`src/rtl/envelope_shaper.sv`:
```
// ADSR amplitude envelope between the sine generator and the PWM DACs.
// Level steps on fs_tick; the sine halves are scaled by level with 1 clk latency.
module envelope_shaper #(
    parameter int W             = 9,
    parameter int ATTACK_STEP   = 8,
    parameter int DECAY_STEP    = 2,
    parameter int SUSTAIN_LEVEL = 192,
    parameter int RELEASE_STEP  = 4
) (
    input  logic         clk,
    input  logic         reset,
    input  logic         fs_tick,
    input  logic         gate,
    input  logic [W-1:0] pos_in,
    input  logic [W-1:0] neg_in,
    output logic [W-1:0] pos_out,
    output logic [W-1:0] neg_out,
    output logic [7:0]   level,
    output logic [2:0]   state,
    output logic         busy
);

    typedef enum logic [2:0] {
        IDLE    = 3'd0,
        ATTACK  = 3'd1,
        DECAY   = 3'd2,
        SUSTAIN = 3'd3,
        RELEASE = 3'd4
    } env_state_t;

    localparam int PW = W + 8;

    localparam logic [7:0] A_STEP  = 8'(ATTACK_STEP);
    localparam logic [7:0] D_STEP  = 8'(DECAY_STEP);
    localparam logic [7:0] R_STEP  = 8'(RELEASE_STEP);
    localparam logic [7:0] S_LEVEL = 8'(SUSTAIN_LEVEL);
    localparam logic [7:0] A_LIMIT = 8'(255 - ATTACK_STEP);
    // level - D_STEP <= S_LEVEL rewritten as an unsigned sum to avoid underflow
    localparam logic [8:0] D_LIMIT = 9'(SUSTAIN_LEVEL + DECAY_STEP);

    env_state_t  st;
    logic        gate_q;
    logic        rise;
    logic        fall;
    logic [PW-1:0] pos_prod;
    logic [PW-1:0] neg_prod;
    logic [W-1:0]  pos_scaled;
    logic [W-1:0]  neg_scaled;

    assign rise  = gate & ~gate_q;
    assign fall  = ~gate & gate_q;
    assign state = st;
    assign busy  = (st != IDLE);

    always_ff @(posedge clk) begin
        if (reset) begin
            st     <= IDLE;
            level  <= 8'd0;
            gate_q <= 1'b0;
        end else begin
            gate_q <= gate;
            if (rise) begin
                st <= ATTACK;
            end else if (fall) begin
                if (st inside {ATTACK, DECAY, SUSTAIN})
                    st <= RELEASE;
            end else if (fs_tick) begin
                unique case (st)
                    IDLE: begin
                        level <= 8'd0;
                    end
                    ATTACK: begin
                        if (level > A_LIMIT) begin
                            level <= 8'hff;
                            st    <= DECAY;
                        end else begin
                            level <= level + A_STEP;
                        end
                    end
                    DECAY: begin
                        if ({1'b0, level} <= D_LIMIT) begin
                            level <= S_LEVEL;
                            st    <= SUSTAIN;
                        end else begin
                            level <= level - D_STEP;
                        end
                    end
                    SUSTAIN: begin
                        level <= S_LEVEL;
                    end
                    RELEASE: begin
                        if (level <= R_STEP) begin
                            level <= 8'd0;
                            st    <= IDLE;
                        end else begin
                            level <= level - R_STEP;
                        end
                    end
                    default: begin
                        level <= 8'd0;
                        st    <= IDLE;
                    end
                endcase
            end
        end
    end

    assign pos_prod   = PW'(pos_in) * PW'(level);
    assign neg_prod   = PW'(neg_in) * PW'(level);
    assign pos_scaled = W'(pos_prod >> 8);
    assign neg_scaled = W'(neg_prod >> 8);

    // full scale bypasses the >>8 so 255 is an exact pass-through
    always_ff @(posedge clk) begin
        if (reset) begin
            pos_out <= '0;
            neg_out <= '0;
        end else begin
            pos_out <= (level == 8'hff) ? pos_in : pos_scaled;
            neg_out <= (level == 8'hff) ? neg_in : neg_scaled;
        end
    end

endmodule

```
`config.mk`:
```
export PLATFORM = sky130hd
export DESIGN_NAME = envelope_shaper
export DESIGN_NICKNAME = d
export VERILOG_FILES = /design/src/rtl/envelope_shaper.sv
export SDC_FILE = /design/constraint.sdc
export NUM_CORES = 1
export LEC_CHECK = 0
export BUFFER_PORTS_ARGS = -buffer_cell sky130_fd_sc_hd__buf_2
export CAP_MARGIN = 10
export CELL_PAD_IN_SITES_DETAIL_PLACEMENT = 0
export CELL_PAD_IN_SITES_GLOBAL_PLACEMENT = 2
export CORE_AREA = 2 2 136 138
export CTS_BUF_LIST = sky130_fd_sc_hd__clkbuf_4 sky130_fd_sc_hd__clkbuf_8
export CTS_CLUSTER_DIAMETER = 50
export DETAILED_ROUTE_END_ITERATION = 10
export DIE_AREA = 0 0 138 140
export GPL_ROUTABILITY_DRIVEN = 0
export PLACE_DENSITY_LB_ADDON = 0.12
export SYNTH_ARGS = -nofsm -noshare
export SYNTH_HDL_FRONTEND = slang
export SYNTH_SLANG_ARGS = --single-unit
```
`constraint.sdc`:
```
create_clock -name clk -period 4.3 [get_ports clk]
set_input_delay 0.215 -clock clk [delete_from_list [all_inputs] [get_ports clk]]
set_output_delay 0.215 -clock clk [all_outputs]
set_load 0.01 [all_outputs]
```
Yosys cells after proc, flatten, opt, wreduce, memory -nomap -nowiden
Index checks and enable logic that the tools add are counted.
W data, S select, Z words.

storage, ports and cells
  flip-flop bits (word level) = 30
  memories = 0
  output and inout bits = 30
  word-level logic and storage cells = 59
  memory bits (read-only) = 0
  memory bits (writable) = 0
  bits in latches = 0

operators by class
  add/subtract/negate cells = 3
  equality and inequality tests = 15
  muxes and demuxes = 14
  reductions and logical operators = 10
  multiply operators = 2
  bitwise operators = 6
  $lt $le $gt $ge = 3
  shift operators = 0
  div/mod/pow operators = 0

operators with widths
  operator               count
  $mul A9 B8 Y17         2
  $pmux W8 S4            1
  $mux W8                3
  $mux W3                6
  $mux W9                2
  $pmux W3 S4            1
  $reduce_and A6 Y1      2
  $ne A3 B2 Y1 const B   3
  $reduce_bool A3 Y1     3
  $add A8 B4 Y8 const B  1
  $eq A8 B8 Y1 const B   1
  $gt A8 B8 Y1 const B   1
  $le A8 B3 Y1 const B   1
  $le A8 B8 Y1 const B   1
  $ne A4 B3 Y1 const B   2
  $sub A8 B2 Y8 const B  1
  $sub A8 B3 Y8 const B  1
  $eq A3 B2 Y1 const B   2
  $ne A2 B1 Y1 const B   2
  $ne A4 B4 Y1 const B   1
  $not A1 Y1             4
  $reduce_or A2 Y1       2
  $eq A3 B1 Y1 const B   1
  $eq A3 B3 Y1 const B   1
  7 further kinds        8

Longest topological paths before layout
Gate-level depths: netlist (run 1).

  depth in word-level cells = 6
  depth in mapped cells = 19
  mapped depth without buffers = 16

Worst setup path before layout (run 1)
Ideal clock, no wire load.

  path type = reg-to-reg
  start point = register level[5]
  end point = register pos_out[7]
  cell stages (with the launch flop) = 17
  data required time = 4209 ps
  slack = -446 ps
  arrival = 4656 ps
  library setup time = 91 ps
  cell sequence = dfxtp_1 > clkbuf_1 > clkbuf_1 > and2_1 > fa_1 > fa_1 > fa_1 > inv_1 > fa_1 > inv_1 > ha_1 > o21ai_0 > nor2_1 > or3_1 > a31oi_1 > o21ai_0 > a311oi_1

between the ends
  word-level cells in the longest chain between the ends = 2
  elaborated cells on any way between the ends = 3

RTL lines
  element                                                RTL line  RTL
  start: declaration                                     18        output logic [7:0] level,
  start signal: assignment                               77        level <= level + A_STEP;
  start signal: assignment                               85        level <= level - D_STEP;
  start signal: assignment                               96        level <= level - R_STEP;
  $mul A9 B8 Y17 / $eq A8 B8 Y1 (equally long branches)  108, 119
  $mux W9 *                                              119       pos_out <= (level == 8'hff) ? pos_in : pos_scaled;
  end signal: assignment                                 119
  end: declaration                                       16        output logic [W-1:0] pos_out,

Every way passes the cells marked *; elsewhere a longest branch is shown, timed or not.
A chain may end at the register's enable or synchronous reset.

Final worst setup path (run 1)
  start point = register level[4]
  end point = register pos_out[7]

Same word-level chain as after synthesis.

==> metrics.cfg, run 1 <==
[clocking]
clkTransAtPathRegs_ps=80
cts-root-buf=clkbuf_8
cts_buffer_depth=2
htree_num_levels=2
clock_latency_ps=310
cts_sinks=30
cts_buffers=5
tritoncts=done

[sta]
max-slew-margin-rel=0.4565
hold_viol_final=0
setup_tns_ps=0
setup_violations=0
clock-skew-final_ps=8.206
period_needed_ps=4221
rsz0062_at_grt=yes
finalMaxSlewViolations=0
fin_crit_sh=0.9816
worst_pin_slew_ps=813.4
timing.fmax_mhz=236.9
setup_ws_ps=79.19

[detailed_routing]
detail-route-antenna-nets=0
post_drt_via_cell_ratio=5.039
wl_mm=18.37
drtIter0Drc=258
drc=0
wl_per_cell_um=17.28
via_count=5356
firstDrtPassIters=4

[power_and_ir_drop]
seqPwrFrac=0.307
worst_ir_drop_vdd_mv=0.09905
p_int_w=0.0005976
swShare=0.3909
powerDensity_nw_per_um2=126.7
p_leak_nw=3.907
total_power_w=0.0009812
power.switching_w=0.0003836
p_clk_frac=0.279
combPwrFrac=0.414

[hold_path]
hold_start=gate
hold_depth=3
hold_path.class=in2reg

[cells_and_area]
syn_to_final_growth_pct=25.99
nets=1016
multiInputGateArea_um2=5376
drive_gt1_frac=0.2698
antenna_cells=0
ff_latch_area_um2=623.1
fillers=1832

[critical_path]
arrival_ps=4440
r2r_slack_ps=80
endpoint_kind=register
critical_path.max_stage_delay_ps=540
path_cells=buf_6 -> and2_4 -> fa_1 -> fa_1 -> fa_1 -> inv_1 -> fa_1 -> inv_2 -> ha_4 -> or2_4 -> o32a_4 -> a31oi_4 -> o21ai_1 -> a311oi_1
crit_top_cell=fa_1
crit_type=reg2reg
cp.required_ps=4520
setup.worst_path.start=level[4]
r2r_start=level[4]
critical_path.startpoint_type=register
cp_slowest_cell=fa_1
ff2ff_path_depth=14
worstPathMaxFanout=5

[yosys]
synth_cells=722
ys_types=64
synth_flop_cell=dfxtp_1
synth_top_area_share=0.2670
synth.avg_cell_area_um2=8.516
syn_nets=905
mappedNetlistArea_um2=6148
synth_seq_area_share=0.09768
ys_ff_latch=30
synth_area_leaders=fa_1 (27%), ha_1 (16%), and2_1 (12%)
synth_largest_area_cell=fa_1
ys_warn_count=0
synth-edff-count=0
postSynth.asyncResetShare=0

[floorplanning]
ios=52
die_area_um2=19320
coreArea_um2=17780
fp.dieH_um=140
die_w_um=138
start_util=0.3458
rows=49

[placement]
dp_worst_setup_slack_ps=-163.5
port_buffers=51
hpwlAfterDp_mm=14.02

[status]
outcome=finished, final reports clean

[global_routing]
grt_max_degree=26
grt_overflow_total=0
antenna_found_initial=0
track_usage=0.1974
grt_pass1_wl_mm=30.35
first_global_vias=5659

[flow_run]
cap_viol_max_count=0

## cells by family (layout without fill, tap and decap cells)
kind of cell,after synthesis,count (layout),share of synthesized area
and+or+nand+nor,261,261,0.2365
adders and majority gates,161,161,0.4278
buffers and inverters,143,255,0.08812
AOI/OAI and AO/OA,112,112,0.1284
DFF,30,30,0.09768
xor gates and xnor gates,14,14,0.01994
muxes,1,1,0.001628
## critical path: cells and delay by family (launching register included)
kind | cells | cell delay, ps
flops | 1 | 370
simple gates | 2 | 380
buf+inv | 3 | 220
compound gates | 4 | 990
fa+ha+maj | 5 | 2160
## layer usage
| layer | global-route usage | share of wire |
|---|---|---|
| met1 | 0.2817 | 0.47 |
| met2 | 0.3223 | 0.47 |
| met3 | 0.02906 | 0.048 |
| met4 | 0.03545 | 0.011 |
| met5 | 0 | 0 |
## Yosys cell counts, types with 3 or more instances
cell type	n
and2_1	118
inv_1	112
fa_1	82
ha_1	79
nand2_1	49
dfxtp_1	30
nor2_1	28
clkbuf_1	27
o21ai_0	21
a21oi_1	20
nand3_1	13
a21o_1	12
a31oi_1	11
nor3_1	10
a211oi_1	8
xnor2_1	8
or3_1	6
xor2_1	6
a311oi_1	4
and3_1	4
nand4_1	4
o211ai_1	4
o221ai_1	4
a22o_1	3
and4_1	3
nand2b_1	3
nand4b_1	3
nor2b_1	3
nor3b_1	3
or2_2	3
## sequential cells by signal, indices dropped and copies added, names as in the netlist
register / count
pos_out: 9
gate_q: 1
state: 3
neg_out: 9
level: 8
## through the flow
step	area (um2)	hold WS, ps	utilization	std cells
after floorplan	6297	342.2	-	722
after CTS	7523	175.3	0.4232	1056
after detailed placement	7117	507.7	0.4003	1034
final	7746	188.6	0.4357	1063
after global placement	7117	492.0	0.4003	1034
after global routing	7746	222.6	0.4357	1063
## final cells by class
class                           count  area share
Clock inverter                      2    0.001615
Multi-Input combinational cell    549      0.6941
Tap cell                          229     0.03699
Timing Repair Buffer              135      0.1220
Sequential cell                    30     0.08044
Clock buffer                        6     0.01066
Inverter                          112     0.05427
## worst paths after layout
kind / end
setup reg to reg: pos_out[7]
setup / recovery: pos_out[7]
hold / removal: gate_q
hold reg to reg: state[0]
## layout by cell type, fill, tap and decap left out, types with 5 or more instances in the layout
cell and n:
ha_4 12, nor2_1 26, or3_1 5, dfxtp_4 6, inv_2 12, fa_1 75
clkbuf_8 6, and2_4 8, a21o_1 12, a31oi_1 6, o21ai_0 18, xnor2_1 8
buf_6 9, dfxtp_1 24, fa_2 7, buf_2 51, ha_1 66, nand3_1 12
inv_1 100, xor2_1 6, a21oi_1 16, and2_1 110, nand2_1 46, a211oi_1 7
nor3_1 9, buf_4 73
## timing repair
action,in CTS,in global routing
pin swaps,32,67
endpoints found under the setup margin,13,16
hold buffers,0,0
setup buffers,14,7
gates resized for setup,38,50
gates cloned,0,0
## power by group through the flow
stage	Combinational (W)	Sequential (W)	Clock, W
2_1_floorplan	0.000220	0.000313	0
3_3_place_gp	0.000364	0.000310	0
3_5_place_dp	0.000364	0.000311	0
4_1_cts	0.000386	0.000302	0.000284
5_1_grt	0.000456	0.000304	0.000298
6_report	0.000406	0.000301	0.000274
No activity file was read; power rests on OpenSTA's default activity.
==> run 2: changes to the inputs <==
--- a/config.mk
+++ b/config.mk
@@ -9,11 +9,11 @@
 export CAP_MARGIN = 10
 export CELL_PAD_IN_SITES_DETAIL_PLACEMENT = 0
 export CELL_PAD_IN_SITES_GLOBAL_PLACEMENT = 2
-export CORE_AREA = 2 2 136 138
+export CORE_AREA = 2 2 129 131
 export CTS_BUF_LIST = sky130_fd_sc_hd__clkbuf_4 sky130_fd_sc_hd__clkbuf_8
 export CTS_CLUSTER_DIAMETER = 50
 export DETAILED_ROUTE_END_ITERATION = 10
-export DIE_AREA = 0 0 138 140
+export DIE_AREA = 0 0 131 133
 export GPL_ROUTABILITY_DRIVEN = 0
 export PLACE_DENSITY_LB_ADDON = 0.12
 export SYNTH_ARGS = -nofsm -noshare
==> constraint.sdc (replaced) <==
create_clock -name clk -period 3.9 [get_ports clk]
set_input_delay 0.195 -clock clk [delete_from_list [all_inputs] [get_ports clk]]
set_output_delay 0.195 -clock clk [all_outputs]
set_load 0.01 [all_outputs]
==> run 2 against run 1 <==
  * The run now ends with setup timing left
  * Maximum frequency down 2.0%
  * Die area down 9.8%
  * Sequential power up 11%
  * Clock skew down 1.5 ps
  * Core utilization up 4.8 points
  * Final cell count down 0.28%
  * Hold slack worse by 36 ps
==> metrics.cfg, run 2 (same netlist as run 1, synthesis figures left out) <==
[status]
outcome=finished, violations left  ; was finished, final reports clean
violations=setup timing

[clocking]
clkTransAtPathRegs_ps=80  ; about the same
cts-root-buf=clkbuf_8  ; unchanged
cts_sinks=30  ; unchanged
cts_buffers=5  ; unchanged
htree_num_levels=2  ; unchanged
cts_hold_buf=0  ; unchanged
cts_buffer_depth=2  ; unchanged
tritoncts=done  ; unchanged
clock_latency_ps=320  ; was 310 ps

[detailed_routing]
wl_mm=18.28  ; was 18.37 mm
drc=0  ; unchanged
detail-route-antenna-nets=0  ; unchanged
firstDrtPassIters=4  ; unchanged
via_count=5423  ; was 5356
wl_per_cell_um=17.24  ; was 17.28 um
post_drt_via_cell_ratio=5.116  ; was 5.039
drtIter0Drc=324  ; was 258

[hold_path]
hold_start=gate  ; unchanged
hold_path.class=in2reg  ; unchanged
min_to=gate_q  ; unchanged
hold_depth=3  ; unchanged

[sta]
worst_pin_slew_ps=856.6  ; was 813.4 ps
rsz0062_at_grt=yes  ; unchanged
finalMaxSlewViolations=0  ; unchanged
timing.fmax_mhz=232.2  ; was 236.9 MHz
max-slew-margin-rel=0.4277  ; was 0.4565
setup_violations=16  ; was 0
fin_crit_sh=1.104  ; was 0.9816
period_needed_ps=4307  ; was 4221 ps
hold_viol_final=0  ; unchanged
clock-skew-final_ps=6.680  ; was 8.206 ps
setup_ws_ps=-407.2  ; was 79.19 ps

[floorplanning]
die_area_um2=17420  ; was 19320 um2
coreArea_um2=16170  ; was 17780 um2
ios=52  ; unchanged
start_util=0.3802  ; was 0.3458
rows=47  ; was 49
fp.dieH_um=133  ; was 140 um
die_w_um=131  ; was 138 um

[cells_and_area]
nets=1022  ; was 1016
ff_latch_area_um2=623.1  ; unchanged
design_area_um2=7829  ; was 7746 um2
drive_gt1_frac=0.2869  ; was 0.2698
syn_to_final_growth_pct=27.33  ; was 25.99%
antenna_cells=0  ; unchanged
multiInputGateArea_um2=5419  ; was 5376 um2
layout.cells.most_common=and2_1  ; unchanged
reg.largest.list=neg_out: 9 flops, pos_out: 9 flops, level: 8 flops  ; unchanged
fillers=1612  ; was 1832
layout.cells.most_common_list=and2_1 (106), inv_1 (101), fa_1 (76), buf_4 (76), ha_1 (66)  ; was and2_1 (110), inv_1 (100), fa_1 (75), buf_4 (73), ha_1 (66)

[critical_path]
r2r_slack_ps=-410  ; was 80 ps
crit_type=reg2reg  ; unchanged
ff2ff_path_depth=15  ; was 14
setup.worst_path.start=level[5]  ; was level[4]
reg2reg_to=pos_out[5]  ; was pos_out[7]
critical_path.startpoint_type=register  ; unchanged
r2r_start=level[5]  ; was level[4]
endpoint_kind=register  ; unchanged
arrival_ps=4480  ; was 4440 ps
worstPathMaxFanout=4  ; was 5
cp.required_ps=4080  ; was 4520 ps

[global_routing]
antenna_found_initial=0  ; unchanged
grt_overflow_total=0  ; unchanged
track_usage=0.2232  ; was 0.1974
grt_pass1_wl_mm=29.81  ; was 30.35 mm
first_global_vias=5617  ; was 5659
grt_max_degree=26  ; unchanged

[placement]
placed_area_um2=7305  ; was 7117 um2
hpwlAfterDp_mm=14.35  ; was 14.02 mm
port_buffers=51  ; unchanged
dp_worst_setup_slack_ps=-526.2  ; was -163.5 ps

[flow_run]
cap_viol_max_count=0  ; unchanged

[power_and_ir_drop]
powerDensity_nw_per_um2=142.0  ; was 126.7 nW/um2
worst_ir_drop_vdd_mv=0.1030  ; was 0.09905 mV
p_leak_nw=3.977  ; was 3.907 nW

==> run 2: cell type report <==
cell class                      instances  area share
Inverter                              112     0.05370
Multi-Input combinational cell        549      0.6922
Timing Repair Buffer                  141      0.1272
Sequential cell                        30     0.07959
Tap cell                              220     0.03516
Clock inverter                          2    0.001598
Clock buffer                            6     0.01055
==> run 2: routing by layer <==
layer,vias up,global-route usage,share of wire
met3,16,0.02750,0.038
met2,110,0.3423,0.46
met4,0,0.04492,0.012
met5,-,0,0
met1,2688,0.3374,0.50
li1,2609,-,-
==> run 2: timing repair <==
item	in CTS	in global routing
gates resized for setup	59	21
pin swaps	72	15
endpoints found under the setup margin	17	18
hold endpoints to repair	0	0
setup buffers	9	4
==> run 2: where the power goes <==
part           internal (W)  total, W  switching (W)
clock network      0.000142  0.000311       0.000168
registers          0.000320  0.000333      0.0000133
logic              0.000211  0.000469       0.000258
total              0.000673   0.00111       0.000439
==> run 2: worst max-delay path, cell delays in order, from the launching register on <==
cell and delay, ps:
dfxtp_4 390, buf_6 130, and2_4 130, fa_1 530
fa_1 440, fa_1 520, inv_2 50, fa_1 520
inv_1 40, ha_2 180, or2_4 250, o32a_1 420
buf_4 180, a31oi_4 150, xor2_1 170, a211oi_1 90
==> run 2: metrics by stage <==
step | cells | total power [W] | hold WS (ps) | setup TNS [ps] | utilization
after floorplan | 722 | 0.0005945 | 322.2 | -3799 | -
after global placement | 1039 | 0.0007610 | 468.0 | -5377 | 0.4517
after detailed placement | 1039 | 0.0007672 | 486.0 | -6027 | 0.4517
after CTS | 1056 | 0.001116 | 147.3 | -4336 | 0.4771
after global routing | 1060 | 0.001187 | 161.6 | -7119 | 0.4841
final | 1060 | 0.001112 | 152.8 | -4495 | 0.4841
==> run 2: worst max path at each step <==
stage | to | slack (ps)
detailed placement | pos_out[7] | -530
floorplan | pos_out[7] | -400
global placement | neg_out[8] | -450
finish | pos_out[5] | -410
global route | pos_out[5] | -550
CTS | pos_out[7] | -380
